### src/rtl/hub75_deshift_pkg.sv
// Default geometry for the HUB75 column deserialiser.
// The FSM encoding stays private to the module.
package hub75_deshift_pkg;

  localparam int DEF_N_BANKS  = 2;
  localparam int DEF_N_COLS   = 64;
  localparam int DEF_N_CHANS  = 3;
  localparam int DEF_N_PLANES = 8;
  localparam int DEF_GAP_MAX  = 16;

endpackage

### src/rtl/hub75_deshift.sv
// Captures one HUB75 line of serial column strobes into bit-plane RAM writes.
// Latency: write one cycle after each accepted strobe; no backpressure, strobes while idle flag overrun.
module hub75_deshift
  import hub75_deshift_pkg::*;
#(
  parameter int N_BANKS    = DEF_N_BANKS,
  parameter int N_COLS     = DEF_N_COLS,
  parameter int N_CHANS    = DEF_N_CHANS,
  parameter int N_PLANES   = DEF_N_PLANES,
  parameter int GAP_MAX    = DEF_GAP_MAX,
  parameter int LOG_N_COLS = $clog2(N_COLS)
) (
  input  logic                                  clk,
  input  logic                                  rst,
  input  logic [N_BANKS*N_CHANS-1:0]            phy_data,
  input  logic                                  phy_clk,
  output logic [N_BANKS*N_CHANS*N_PLANES-1:0]   ram_data,
  output logic [N_BANKS*N_CHANS*N_PLANES-1:0]   ram_mask,
  output logic [LOG_N_COLS-1:0]                 ram_col_addr,
  output logic                                  ram_wren,
  input  logic [N_PLANES-1:0]                   ctrl_plane,
  input  logic                                  ctrl_arm,
  input  logic                                  ctrl_abort,
  output logic                                  ctrl_rdy,
  output logic                                  ctrl_done,
  output logic                                  stat_short,
  output logic                                  stat_overrun
);

  localparam int N_FIELDS = N_BANKS * N_CHANS;
  localparam int COL_W    = LOG_N_COLS + 1;
  localparam int GAP_W    = $clog2(GAP_MAX + 1);

  typedef enum logic [1:0] {IDLE, ARMED, CAPT} state_t;

  state_t                state, state_nxt;
  logic [COL_W-1:0]      col;
  logic [GAP_W-1:0]      gap;
  logic [N_PLANES-1:0]   plane;
  logic [N_FIELDS-1:0]   data_q;
  logic [LOG_N_COLS-1:0] addr_q;
  logic                  wr_q, done_q, short_q, overrun_q;
  logic                  accept, last, timeout, arm;

  always_ff @(posedge clk) begin
    if (rst) state <= IDLE;
    else     state <= state_nxt;
  end

  // Abort is tested first so it wins over a strobe or a gap timeout.
  always_comb begin
    state_nxt = state;
    accept    = 1'b0;
    timeout   = 1'b0;
    arm       = 1'b0;
    last      = (col == COL_W'(N_COLS - 1));
    unique case (state)
      IDLE: begin
        if (ctrl_arm) begin
          arm       = 1'b1;
          state_nxt = ARMED;
        end
      end
      ARMED: begin
        if (ctrl_abort) state_nxt = IDLE;
        else if (phy_clk) begin
          accept    = 1'b1;
          state_nxt = last ? IDLE : CAPT;
        end
      end
      CAPT: begin
        if (ctrl_abort) state_nxt = IDLE;
        else if (phy_clk) begin
          accept = 1'b1;
          if (last) state_nxt = IDLE;
        end else if (gap == GAP_W'(GAP_MAX - 1)) begin
          timeout   = 1'b1;
          state_nxt = IDLE;
        end
      end
      default: state_nxt = IDLE;
    endcase
  end

  always_ff @(posedge clk) begin
    if (rst) begin
      col       <= '0;
      gap       <= '0;
      plane     <= '0;
      wr_q      <= 1'b0;
      done_q    <= 1'b0;
      short_q   <= 1'b0;
      overrun_q <= 1'b0;
    end else begin
      wr_q      <= accept;
      done_q    <= accept && last;
      short_q   <= timeout;
      overrun_q <= (state == IDLE) && phy_clk;
      if (arm) begin
        plane <= ctrl_plane;
        col   <= '0;
      end else if (accept) begin
        col <= col + 1'b1;
      end
      if (state == CAPT && !phy_clk) gap <= gap + 1'b1;
      else                            gap <= '0;
    end
  end

  // Payload only matters while ram_wren is high, so it carries no reset.
  always_ff @(posedge clk) begin
    data_q <= phy_data;
    addr_q <= col[LOG_N_COLS-1:0];
  end

  for (genvar i = 0; i < N_FIELDS; i++) begin : g_field
    assign ram_data[i*N_PLANES +: N_PLANES] = {N_PLANES{data_q[i]}};
    assign ram_mask[i*N_PLANES +: N_PLANES] = plane;
  end

  assign ram_col_addr = addr_q;
  assign ram_wren     = wr_q;
  assign ctrl_done    = done_q;
  assign stat_short   = short_q;
  assign stat_overrun = overrun_q;
  assign ctrl_rdy     = (state == IDLE);

endmodule

### config.mk
export PLATFORM = sky130hd
export DESIGN_NAME = hub75_deshift
export DESIGN_NICKNAME = d
export VERILOG_FILES = /design/src/rtl/hub75_deshift_pkg.sv /design/src/rtl/hub75_deshift.sv
export SDC_FILE = /design/constraint.sdc
export NUM_CORES = 1
export LEC_CHECK = 0
export ABC_AREA = 1
export ABC_CLOCK_PERIOD_IN_PS = 4000
export CAP_MARGIN = 10
export CORE_MARGIN = 5
export CORE_UTILIZATION = 40
export DETAILED_ROUTE_END_ITERATION = 8
export GPL_TIMING_DRIVEN = 0
export PLACE_DENSITY_LB_ADDON = 0.3
export SETUP_SLACK_MARGIN = 0.02
export SYNTH_ARGS = -nofsm -noshare
export SYNTH_HDL_FRONTEND = slang
export SYNTH_SLANG_ARGS = --single-unit
### constraint.sdc
create_clock -name clk -period 4 [get_ports clk]
set_input_delay 0.8 -clock clk [delete_from_list [all_inputs] [get_ports clk]]
set_output_delay 0.8 -clock clk [all_outputs]
set_load 0.01 [all_outputs]
==> results of run 1 <==
worst min path at each step:
stage / end / cells after the start / slack, ps
after floorplan: ram_col_addr[0] / 0 / 360
after global placement: ram_col_addr[0] / 0 / 370
after detailed placement: ram_col_addr[0] / 0 / 360
after CTS: ram_col_addr[0] / 0 / 370
after global routing: ram_col_addr[0] / 0 / 370
final: ram_col_addr[0] / 0 / 370
synthesized netlist by cell type:
cell type and n:
buf_4 82, dfxtp_1 38, nor2_1 35, inv_1 23, nand2_1 22, nand3_1 10
o21ai_0 8, a21oi_1 7, ha_1 7, nor3_1 3, nor2_2 2, nor3b_1 2
clkbuf_2 1, inv_2 1, nand2_2 1, nand3_4 1, nand4_1 1, nor2_4 1
o21a_1 1, o21bai_1 1, xnor2_1 1
metrics by stage:
| step | total power [mW] | hold slack (ps) | utilization | area [µm²] |
|---|---|---|---|---|
| 3_5_place_dp | 1.10 | 364 | 0.698 | 3340 |
| 2_1_floorplan | 0.777 | 355 | - | 2010 |
| 5_1_grt | 1.57 | 374 | 0.728 | 3480 |
| 3_3_place_gp | 1.08 | 370 | 0.698 | 3340 |
| 4_1_cts | 1.50 | 369 | 0.728 | 3480 |
| 6_report | 1.48 | 370 | 0.728 | 3480 |
area by class of cell:
type,instances,area [µm²],area share
repair buffers,125,1250,0.359
flip-flops and latches,38,761,0.218
plain buffers,83,621,0.178
multi-input cells,103,534,0.153
inverters,24,90.1,0.0259
well taps,67,83.8,0.0241
clock buffers,6,82.6,0.0237
clock inverters,2,60.1,0.0172
sequential cells by signal, indices dropped and copies added, names as in the netlist:
signal,count
ram_wren,1
ram_col_addr,6
data_q,6
state,2
stat_overrun,1
col,7
gap,5
ctrl_done,1
stat_short,1
plane,8
routing by layer:
layer | vias up | track usage
met5 | - | 0
met4 | 0 | 0.0726
met3 | 11 | 0.0488
met2 | 78 | 0.278
met1 | 750 | 0.172
li1 | 943 | -
kinds of logic (layout without fill, tap and decap cells):
logic type	count (synthesis)	count (layout)
XOR/XNOR	1	1
flip-flops	38	38
AO/OA/AOI/OAI	17	17
adder cells (fa/ha/maj)	7	7
buffers and inverters	107	240
AND/OR/NAND/NOR	78	78
power groups by stage:
stage / combinational, mW / clock, mW / sequential [mW]
after CTS: 0.634 / 0.409 / 0.456
after floorplan: 0.311 / 0 / 0.466
after detailed placement: 0.633 / 0 / 0.464
final: 0.625 / 0.399 / 0.454
after global routing: 0.677 / 0.428 / 0.464
after global placement: 0.621 / 0 / 0.462
==> results.md, run 1 <==
* Status: finished clean
* Leak at 1.56 nW
* Worst Slack Setup Final at 1720 ps
* Final hold vios at 0
* Largest family of logic cells by synthesized area: buffers and inverters
* Placer Congestion at 0.783
* Clk_skew at 2.94 ps
* Ys Warns at 0
* Core Area at 4790 µm²
* Die Y-Extent at 80.8 µm
* Fillers at 376
* Critical path's slowest cell: clkdlybuf4s50_1
* Sequential-to-total area share from yosys stat at 0.379
* Syn_nets at 274
* Nets at 406
* Clock-pin slew on the worst setup and hold paths at 70 ps
* Cells after DPL at 440
* Min cycle time layout at 2280 ps
* Crit-path cells: inv_1 > ha_1 > clkdlybuf4s50_1
* Clk Latency, worst-skew pair at 290 ps
* WP buf/inv at 2
* Synth Area in XOR/XNOR at 0.00437
* Setup crit start: state[0]
* Worst r2r src: state[0]
* Number of global-route vias before repair at 1,608
* Hold buffer count at cts at 0
* Adder-cell share of the synthesized area at 0.0437
* Non-filler cells, final at 448
* Worst IR Drop VDD at 0.304 mV
* Largest net degree at the start of global routing at 13
* Clock buffer depth at 2
* DR vias/cell at 3.98
* Starting Density at 0.419
* Clock power frac at 0.270
* Start point of the worst hold path: col[0]
* Reg2reg setup slack at 2450 ps
* CTS resizes at 0
* Post-DP HPWL at 4.33 mm
* Sw Share at 0.279
* Setup crit start kind: flop
* Detailed Routing Iterations Pass 1 at 4
* Switching Power at 0.412 mW
* Initial antenna violation count at 0
* Num CTS Buffers at 5
* Iter 0 DRT Violations at 51
* RR Endpoint: col[4]
* Pwr dens at 425 nW/µm²
* Critical path arrival at 1480 ps
* WS Path Type: reg -> out
* Mux share of post-synthesis cell area at 0
* Share of the synthesized area in the top cell type at 0.379
* Layout cells sized above 1 at 0.255
* Worst Path Required at 3200 ps
* Die area at 6530 µm²
* Slew headroom at 0.797
* Number of synthesized register bits at 38
* Fin crit share at 0.569
* Tot GR Track Use at 0.158
* Worst-Margin Slew at 303 ps
* Post-synthesis compound-gate area fraction at 0.0449
* Setup TNS at 0 ps
* Synth top area cells: dfxtp_1 38%, buf_4 31%, nor2_1 6.6%
* Worst Hold Class: reg -> reg
* Cell Rows at 25
* Endpoints failing setup at 0
* Yosys cell types at 21
* Remaining antenna violation count at 0
* CP endpoint kind: output pin
* Met3 routed WL at 500 µm
* Metal2 WL at 2.59 mm
* Crit-path leading delay family: buffers and inverters
* Ant. Diodes at 0
* Clock root buffer: clkbuf_8
* Synth Area in Simple Gates at 0.173
* CTS Sinks at 38
* Pre-CTS WS at 1860 ps
* First-pass GRT wire length at 8.00 mm
* Final wirelength at 5.14 mm
* Post-CTS Setup Repair Bufs at 0
* I/O Pins at 126
* Total gr overflow at 0
* RSZ-0062 raised after global routing: no
* CTS tree: yes
* Met1 Wirelength at 1.92 mm
* Combinational fraction of design power at 0.423
* Max Slew Vio Count at 0
* Syn_area_per_cell at 8.09 µm²
* Max-Cap Viols at 0
* Top layer in use: met4
* Most common cell after layout, fill and taps aside: clkdlybuf4s50_1
* Flop pwr share at 0.307
* Via count at 1,782
* Max Clk Rate at 439 MHz
* Reg2reg path depth at 6
* WL per Instance at 11.5 µm
* Chip width at 80.8 µm
* Commonest cells after routing, fill and taps aside: 125 x clkdlybuf4s50_1, 82 x buf_4, 38 x dfxtp_1
* Cells after synthesis at 248
* Worst path max stage delay at 550 ps
* Crit path depth at 3
* CP endpoint: ctrl_rdy
* Leading area contributor after synthesis: dfxtp_1
* Port bufs at 125
* H-tree levels at 2
* Critical path fanouts, max at 3
* Drc violations at 0
* Internal at 1.07 mW
* Area Growth Syn to Fin at 73.7%
* Synthesized area at 2010 µm²
Power figures use the tool's default switching activity.
==> inputs of run 2 (changes only) <==
--- a/config.mk
+++ b/config.mk
@@ -6,10 +6,10 @@
 export NUM_CORES = 1
 export LEC_CHECK = 0
 export ABC_AREA = 1
-export ABC_CLOCK_PERIOD_IN_PS = 4000
+export ABC_CLOCK_PERIOD_IN_PS = 2200
 export CAP_MARGIN = 10
 export CORE_MARGIN = 5
-export CORE_UTILIZATION = 40
+export CORE_UTILIZATION = 37
 export DETAILED_ROUTE_END_ITERATION = 8
 export GPL_TIMING_DRIVEN = 0
 export PLACE_DENSITY_LB_ADDON = 0.3
==> constraint.sdc (replaced) <==
create_clock -name clk -period 2.2 [get_ports clk]
set_input_delay 0.44 -clock clk [delete_from_list [all_inputs] [get_ports clk]]
set_output_delay 0.44 -clock clk [all_outputs]
set_load 0.01 [all_outputs]
==> run 2 against run 1 <==
Worst setup slack got worse by 1400 ps. Core utilization decreased by 6.3 points. Hold slack better by 7.4 ps. Die area grew 7.1%. Sequential power is 82% higher. Sequential cell count unchanged. Final cell count up 0.67%. Critical path depth unchanged. Combinational power rose by 82%. Clock power rose by 22%. Wire length grew 3.6%. Design area fell by 1.3%.
==> results.md, run 2 (synthesized netlist as in run 1, its figures left out) <==
* Status: finished clean
* Post-DP HPWL at 4.56 mm
* Worst r2r src: state[0]
* Worst Hold Class: reg -> reg
* Fillers at 420
* Clock buffer depth at 2
* Clock-pin slew on the worst setup and hold paths at 70 ps
* Setup crit start kind: flop
* Via count at 1,773
* Max Clk Rate at 521 MHz
* Die area at 6990 µm²
* First-pass GRT wire length at 8.33 mm
* Commonest cells after routing, fill and taps aside: 125 x clkdlybuf4s50_1, 82 x buf_4, 38 x dfxtp_1
* Worst Slack Setup Final at 282 ps
* CP endpoint kind: output pin
* Number of global-route vias before repair at 1,534
* Worst-Margin Slew at 294 ps
* Iter 0 DRT Violations at 51
* Final wirelength at 5.32 mm
* Final hold vios at 0
* Crit-path leading delay family: buffers and inverters
* Reg2reg path depth at 6
* Placer Congestion at 0.772
* Multi-input gate area at 534 µm²
* Total gr overflow at 0
* Regs by FF count: plane (8), col (7)
* Setup TNS at 0 ps
* Clock root buffer: clkbuf_8
* FF/Latch Area at 761 µm²
* Max-Cap Viols at 0
* RR Endpoint: col[4]
* Critical path fanouts, max at 3
* Fin crit share at 0.872
* Hold buffer count at cts at 0
* Largest register by flop count: plane
* Hold depth at 0
* Nets at 406
* Initial antenna violation count at 0
* Layout cells sized above 1 at 0.255
* Num CTS Buffers at 5
* Tot GR Track Use at 0.150
* Chip width at 83.6 µm
* Drc violations at 0
* Remaining antenna violation count at 0
* Starting Density at 0.388
* CTS tree: yes
* Ant. Diodes at 0
* Min cycle time layout at 1920 ps
* Slew headroom at 0.804
* Crit path depth at 3
* RSZ-0062 raised after global routing: no
* Core Area at 5170 µm²
* Non-filler cells, final at 451
* Port bufs at 125
* Crit-path cells: inv_1 > ha_1 > clkdlybuf4s50_1
* Pwr dens at 713 nW/µm²
* Cell Rows at 26
* Max FFs per register at 8
* Worst hold slack at 377 ps
* CTS resizes at 0
* Worst Path Required at 1760 ps
* Worst path max stage delay at 550 ps
* Clk_skew at 3.45 ps
* Post-layout util at 0.665
* H-tree levels at 2
* Max Slew Vio Count at 0
* Post-CTS Setup Repair Bufs at 0
* Start point of the worst hold path: col[0]
* Hold EP: ram_col_addr[0]
* Endpoints failing setup at 0
* Critical path arrival at 1480 ps
* Detailed Routing Iterations Pass 1 at 4
* Leak at 1.53 nW
* Critical path's slowest cell: clkdlybuf4s50_1
* Most common cell after layout, fill and taps aside: clkdlybuf4s50_1
* DR vias/cell at 3.93
* WL per Instance at 11.8 µm
* Clk Latency, worst-skew pair at 280 ps
* WP buf/inv at 2
* Cells after DPL at 443
* Pre-CTS WS at 457 ps
* CTS Sinks at 38
* I/O Pins at 126
* Worst IR Drop VDD at 0.522 mV
* Die Y-Extent at 83.6 µm
* WS Path Type: reg -> out
* Reg2reg setup slack at 660 ps
* Area Growth Syn to Fin at 71.5%
* Largest net degree at the start of global routing at 13
## run 2: area by class of cell
class                           instances  share of cell area
Timing Repair Buffer                  125               0.364
Multi-Input combinational cell        103               0.155
Clock buffer                            6              0.0240
Sequential cell                        38               0.221
Clock inverter                          2             0.00364
Buffer                                 83               0.180
Tap cell                               70              0.0255
Inverter                               24              0.0262
## run 2: worst max-delay path by stage
stage,start,endpoint
3_5_place_dp,ctrl_arm,col[4]
2_1_floorplan,gap[0],state[0]
5_1_grt,data_q[4],ram_data[33]
6_report,state[0],ctrl_rdy
4_1_cts,state[0],ctrl_rdy
3_3_place_gp,ctrl_arm,col[4]
## run 2: worst register-to-register path, stage by stage, from the launching register on
cell and delay [ps]:
dfxtp_1 360, inv_1 90, ha_1 230, nand2_1 240, nand2_1 250, a21oi_1 170, o21a_1 120
## run 2: power by group
part | switching (mW) | internal [mW] | leakage [nW] | total (mW)
Clock | 0.234 | 0.252 | 0.0472 | 0.485
Combinational | 0.431 | 0.708 | 1.17 | 1.14
Sequential | 0.0804 | 0.747 | 0.311 | 0.827
Total | 0.745 | 1.71 | 1.53 | 2.45
## run 2: metal layers
layer	vias to the layer above	wire length, µm	GRT usage	share of wire
met1	750	2160	0.160	0.40
met3	7	429	0.0543	0.081
met2	72	2680	0.279	0.50
li1	944	-	-	-
met4	0	55	0.0351	0.010
met5	-	0	0	0
## run 2: stage by stage
step / cell area (µm²) / total power [mW]
after global routing: 3440 / 2.61
final: 3440 / 2.45
after CTS: 3440 / 2.50
after detailed placement: 3340 / 2.00
after global placement: 3340 / 1.98
after floorplan: 2010 / 1.41
